**src/rtl/wide_add_sequencer.sv**
```systemverilog
// rtl/wide_add_sequencer.sv - multi-cycle W=N*K add/sub that reuses one N-bit carry-select slice
// The carry passes between slices only through carry_q, so the combinational depth is one slice.

module carry_select_adder #(
  parameter int N = 32
) (
  input  logic [N-1:0] a,
  input  logic [N-1:0] b,
  input  logic         cin,
  output logic [N-1:0] s,
  output logic         cout,
  output logic         of
);
  generate
    if (N == 1) begin : g_bit
      assign {cout, s} = {1'b0, a} + {1'b0, b} + {1'b0, cin};
    end else begin : g_sel
      localparam int L = N / 2;
      localparam int H = N - L;
      logic [L:0] lo;
      logic [H:0] hi0;
      logic [H:0] hi1;
      // Both upper-half candidates are computed up front; the low-half carry picks one.
      assign lo  = {1'b0, a[L-1:0]} + {1'b0, b[L-1:0]} + {{L{1'b0}}, cin};
      assign hi0 = {1'b0, a[N-1:L]} + {1'b0, b[N-1:L]};
      assign hi1 = {1'b0, a[N-1:L]} + {1'b0, b[N-1:L]} + {{H{1'b0}}, 1'b1};
      assign {cout, s} = lo[L] ? {hi1, lo[L-1:0]} : {hi0, lo[L-1:0]};
    end
  endgenerate

  assign of = (a[N-1] ~^ b[N-1]) & (s[N-1] ^ a[N-1]);
endmodule

module wide_add_sequencer #(
  parameter int N = 32,
  parameter int K = 4
) (
  input  logic           clk,
  input  logic           rst,
  input  logic           start,
  input  logic           sub,
  input  logic [N*K-1:0] a,
  input  logic [N*K-1:0] b,
  input  logic           cin,
  output logic           busy,
  output logic           done,
  output logic [N*K-1:0] sum,
  output logic           cout,
  output logic           of
);
  localparam int W  = N * K;
  localparam int IW = (K > 1) ? $clog2(K) : 1;
  localparam logic [IW-1:0] LAST = IW'(K - 1);

  typedef enum logic [1:0] {IDLE, RUN, DONE} state_t;

  state_t        state, state_d;
  logic [IW-1:0] idx;
  logic [W-1:0]  a_q, b_q;
  logic          sub_q, carry_q;
  logic          accept;
  logic [N-1:0]  slice_a, slice_b, slice_s;
  logic          slice_c, slice_of;

  assign slice_a = a_q[idx*N +: N];
  assign slice_b = b_q[idx*N +: N] ^ {N{sub_q}};

  carry_select_adder #(.N(N)) u_adder (
    .a    (slice_a),
    .b    (slice_b),
    .cin  (carry_q),
    .s    (slice_s),
    .cout (slice_c),
    .of   (slice_of)
  );

  always_comb begin
    state_d = state;
    accept  = 1'b0;
    case (state)
      IDLE: begin
        accept = start;
        if (start) state_d = RUN;
      end
      RUN: begin
        if (idx == LAST) state_d = DONE;
      end
      DONE: begin
        accept  = start;
        state_d = start ? RUN : IDLE;
      end
      default: state_d = IDLE;
    endcase
  end

  always_ff @(posedge clk or posedge rst) begin
    if (rst) begin
      state   <= IDLE;
      idx     <= '0;
      a_q     <= '0;
      b_q     <= '0;
      sub_q   <= 1'b0;
      carry_q <= 1'b0;
      sum     <= '0;
      cout    <= 1'b0;
      of      <= 1'b0;
    end else begin
      state <= state_d;
      if (accept) begin
        a_q     <= a;
        b_q     <= b;
        sub_q   <= sub;
        carry_q <= sub ? 1'b1 : cin;
        idx     <= '0;
      end else if (state == RUN) begin
        sum[idx*N +: N] <= slice_s;
        carry_q         <= slice_c;
        // Only the top slice's carry and overflow describe the full-width result.
        if (idx == LAST) begin
          cout <= slice_c;
          of   <= slice_of;
        end else begin
          idx <= idx + IW'(1);
        end
      end
    end
  end

  assign busy = (state == RUN);
  assign done = (state == DONE);
endmodule

```
**config.mk**
```make
export PLATFORM = sky130hd
export DESIGN_NAME = wide_add_sequencer
export DESIGN_NICKNAME = d
export VERILOG_FILES = /design/src/rtl/wide_add_sequencer.sv
export SDC_FILE = /design/constraint.sdc
export NUM_CORES = 1
export LEC_CHECK = 0
export CAP_MARGIN = 0
export CORE_ASPECT_RATIO = 0.9
export CORE_MARGIN = 4
export CORE_UTILIZATION = 24
export CTS_BUF_LIST = sky130_fd_sc_hd__clkbuf_8 sky130_fd_sc_hd__clkbuf_16
export DETAILED_ROUTE_END_ITERATION = 7
export DONT_BUFFER_PORTS = 1
export GPL_TIMING_DRIVEN = 0
export MAX_ROUTING_LAYER = met4
export SLEW_MARGIN = 30
export SYNTH_ARGS = -nofsm -noshare
export SYNTH_HDL_FRONTEND = slang
export SYNTH_HIERARCHICAL = 1
export SYNTH_SLANG_ARGS = --single-unit
```
**constraint.sdc**
```tcl
create_clock -name clk -period 17.8 [get_ports clk]
set_clock_uncertainty 0.2 [all_clocks]
set_input_delay 3.56 -clock clk [delete_from_list [all_inputs] [get_ports clk]]
set_output_delay 3.56 -clock clk [all_outputs]
set_load 0.02 [all_outputs]
```
==> flow_results.xml <==
<?xml version="1.0" encoding="UTF-8"?>
<metrics>
  <group name="yosys">
    <metric name="synthesis.yosys.warnings" unit="">6</metric>
    <metric name="syn-num-nets" unit="">2088</metric>
    <metric name="number_of_register_bits_inferred_by_synthesis" unit="">392</metric>
    <metric name="yosys-top-cells-area" unit="">dfrtp_1 (54%), nand2_1 (16%), mux4_2 (7.9%)</metric>
    <metric name="synth_common_cells" unit="">nand2_1 (796), dfrtp_1 (392), a22o_1 (128)</metric>
    <metric name="seq_area_frac_synth" unit="%">53.7</metric>
    <metric name="number_of_enable_type_register_cells_in_the_synthesized_netlist" unit="">0</metric>
    <metric name="synthCells" unit="">1787</metric>
    <metric name="postSynth.topFlopCell" unit="">dfrtp_1</metric>
    <metric name="synth.most_common_cell" unit="">nand2_1</metric>
    <metric name="async_flop_share" unit="%">100</metric>
    <metric name="yosys.cell_types.count" unit="">69</metric>
    <metric name="postSynthAreaPerCell" unit="um2">10.2</metric>
    <metric name="post-synth-top-area-fraction" unit="%">53.7</metric>
    <metric name="post_synth_design_cell_area" unit="um2">18300</metric>
    <metric name="synth.largest_area_cell" unit="">dfrtp_1</metric>
  </group>
  <group name="layout">
    <metric name="post_route_cells_drive_above_1_share" unit="%">11.3</metric>
    <metric name="area_delta_synth_final" unit="%">17.0</metric>
    <metric name="layout.filler_cells" unit="">7827</metric>
    <metric name="final_core_util" unit="%">28.5</metric>
    <metric name="total_nets_final" unit="">2141</metric>
  </group>
  <group name="floorplan">
    <metric name="i_o_pin_cnt" unit="">393</metric>
    <metric name="design.die.area" unit="um2">80600</metric>
    <metric name="core_area" unit="um2">75000</metric>
    <metric name="die_w" unit="um">299</metric>
    <metric name="floorplan.initialDensity" unit="%">24.4</metric>
    <metric name="fp-row-count" unit="">95</metric>
    <metric name="die-height" unit="um">270</metric>
  </group>
  <group name="critical_path">
    <metric name="critPathMaxStageDelay" unit="ns">0.74</metric>
    <metric name="timing.critical_path.buf_inv" unit="">7</metric>
    <metric name="crit_start_category" unit="">register</metric>
    <metric name="worstPathArrival" unit="ns">6.31</metric>
    <metric name="critical_path.top_delay_family" unit="">buffers and inverters</metric>
    <metric name="cpMaxStageDelayCell" unit="">xnor2_1</metric>
    <metric name="critPathKind" unit="">reg -&gt; reg</metric>
    <metric name="cp_max_fo" unit="">10</metric>
    <metric name="crit_required" unit="ns">18.10</metric>
    <metric name="path_cells" unit="">buf_6, buf_4, buf_2, buf_2, mux4_2, inv_1, fa_1, inv_1, fa_1, a21o_1, o21ai_1, o2bb2ai_1, o211ai_1, nand4_1, and3b_1, buf_6, nand4_1, xnor2_1, a22o_1</metric>
    <metric name="cp-end-kind" unit="">register</metric>
  </group>
  <group name="timing">
    <metric name="relSlewSlack" unit="%">31.7</metric>
    <metric name="rsz_0062_raised_after_global_routing" unit="">no</metric>
    <metric name="max_freq" unit="GHz">0.167</metric>
    <metric name="report.final.hold_viol_count" unit="">0</metric>
    <metric name="final-max-slew-violation-count" unit="">0</metric>
    <metric name="totalNegativeSetupSlack" unit="ns">0</metric>
    <metric name="final_min_period_over_clock_period" unit="%">33.7</metric>
    <metric name="worstMarginPinSlew" unit="ns">1.02</metric>
    <metric name="final_period_minus_worst_setup_slack" unit="ns">6.01</metric>
    <metric name="finalSetupViolations" unit="">0</metric>
    <metric name="setup_slack" unit="ns">11.79</metric>
  </group>
  <group name="global_routing">
    <metric name="globalRoute.totalOverflow" unit="">0</metric>
    <metric name="grtUsageTotal" unit="%">17.9</metric>
    <metric name="first_pass_grt_wire_length" unit="um">101000</metric>
    <metric name="number_of_antenna_violations_at_the_first_check_in_global_routing" unit="">13</metric>
    <metric name="grt_pass1_vias" unit="">13700</metric>
    <metric name="grt_start_max_net_pins" unit="">88</metric>
  </group>
  <group name="clock_network">
    <metric name="cts-resized-gates" unit="">0</metric>
    <metric name="post_cts_setup_buffers" unit="">0</metric>
    <metric name="cts.sinks" unit="">392</metric>
    <metric name="cts_made_buffers" unit="">47</metric>
    <metric name="root_buffer" unit="">clkbuf_16</metric>
    <metric name="path_clk_slew" unit="ns">0.06</metric>
    <metric name="number_of_buffers_between_clock_root_and_the_deepest_sink" unit="">3</metric>
    <metric name="h-tree-depth" unit="">2</metric>
    <metric name="cts_tree" unit="">done</metric>
    <metric name="clk-insertion-delay-late" unit="ns">0.57</metric>
    <metric name="cts.hold.buffers_added" unit="">0</metric>
  </group>
  <group name="placed_design">
    <metric name="globalplace.congestion" unit="">0.810</metric>
    <metric name="port_buffers" unit="">0</metric>
    <metric name="detailed_place_hpwl" unit="um">55600</metric>
    <metric name="place_ws" unit="ns">11.76</metric>
  </group>
  <group name="drt">
    <metric name="antenna_violating_nets_post_route" unit="">0</metric>
    <metric name="drt_iter0_markers" unit="">1042</metric>
    <metric name="final_routed_wire_length_divided_by_cell_count" unit="um">24.7</metric>
    <metric name="finalWirelength" unit="um">71800</metric>
    <metric name="route.vias.total" unit="">13500</metric>
    <metric name="post_drt_via_cell_ratio" unit="">4.64</metric>
    <metric name="drt_pre_antenna_iters" unit="">5</metric>
    <metric name="drt_drc_violations_left" unit="">0</metric>
  </group>
  <group name="job">
    <metric name="max_cap_violations" unit="">0</metric>
  </group>
  <group name="min_path">
    <metric name="worst_hold_check_path_type" unit="">reg -&gt; reg</metric>
  </group>
  <group name="outcome">
    <metric name="outcome" unit="">complete, no violations</metric>
  </group>
</metrics>
## per-stage QoR
step | cells | hold WS (ns) | instance area, um2
after floorplan | 1787 | 0.240 | 18300
after global placement | 2805 | 0.253 | 19500
after detailed placement | 2809 | 0.257 | 19700
after CTS | 2893 | 0.271 | 21300
after global routing | 2904 | 0.285 | 21400
final | 2907 | 0.266 | 21400
## worst reg2reg max path: cells and delay by family (launching register included)
family	cells	cell delay [ns]
buf+inv	7	1.61
compound gates	5	1.31
simple gates	3	0.76
xor+xnor	1	0.74
fa+ha+maj	2	0.64
flops	1	0.39
mux	1	0.29
## area by class of cell
cell class | count | area (um2) | share of cell area [%]
sequential | 392 | 9810 | 45.9
multi-input combinational | 1273 | 7920 | 37.1
clock buffer | 56 | 1300 | 6.09
tap | 1018 | 1270 | 5.96
buffer | 104 | 487 | 2.28
clock inverter | 28 | 349 | 1.63
timing repair buffer | 4 | 110 | 0.515
inverter | 18 | 75.1 | 0.351
antenna | 14 | 35.0 | 0.164
## routing by layer
layer / vias up / wire (um) / GRT usage, %
met5: - / 0 / -
met4: 0 / 1330 / 3.97
met3: 73 / 6680 / 6.13
met2: 495 / 32500 / 27.1
met1: 6754 / 31300 / 23.3
li1: 6169 / - / -
## cell families (layout without fill, tap and decap cells)
kind of cell | count (synthesis) | after routing | synth area share (%)
simple gates | 885 | 885 | 19.4
flops | 392 | 392 | 53.7
compound gates | 215 | 215 | 9.77
buf+inv | 122 | 210 | 2.96
mux | 68 | 68 | 8.14
xor+xnor | 65 | 65 | 3.19
fa+ha+maj | 40 | 40 | 2.86
other cells | 0 | 14 | 0
## layout by cell type, fill, tap and decap left out, types with 4 or more instances in the layout
cell	count
nor2b_1	4
clkbuf_1	59
inv_6	5
buf_6	5
o21a_1	7
nand3_1	7
and3_1	6
a21o_1	8
buf_4	5
nor3_1	12
clkinv_2	5
nand2_1	796
diode_2	14
o21ai_1	5
a22o_1	128
clkbuf_2	9
buf_16	4
a211oi_1	6
clkbuf_16	47
inv_1	23
clkbuf_8	9
xnor2_1	23
dfrtp_1	392
or2_2	4
bufinv_16	7
a21oi_1	21
mux4_2	64
o21ai_0	10
nand4_1	8
nor2_1	25
ha_1	37
nor3b_1	4
xor2_1	40
buf_2	23
## state kept, by name (all words and copies together), names as in the netlist
signal,cells
sum,128
carry_q,1
a_q,128
idx,2
sub_q,1
b_q,128
cout,1
state,2
of,1
## path summary, 6_finish.rpt
check	endpoint	slack, ns	cells after the start	startpoint
setup / recovery	sum[93]	11.79	19	idx[0]
hold / removal	b_q[88]	0.27	2	b_q[88]
setup reg to reg	sum[93]	11.79	19	idx[0]
hold reg to reg	b_q[88]	0.27	2	b_q[88]
max in group asynchronous	b_q[125]	13.42	3	rst
min in group asynchronous	sum[2]	2.74	1	rst
Power is not shown: default switching activity piles up to over one toggle a cycle in this logic, so the estimate is an artifact.
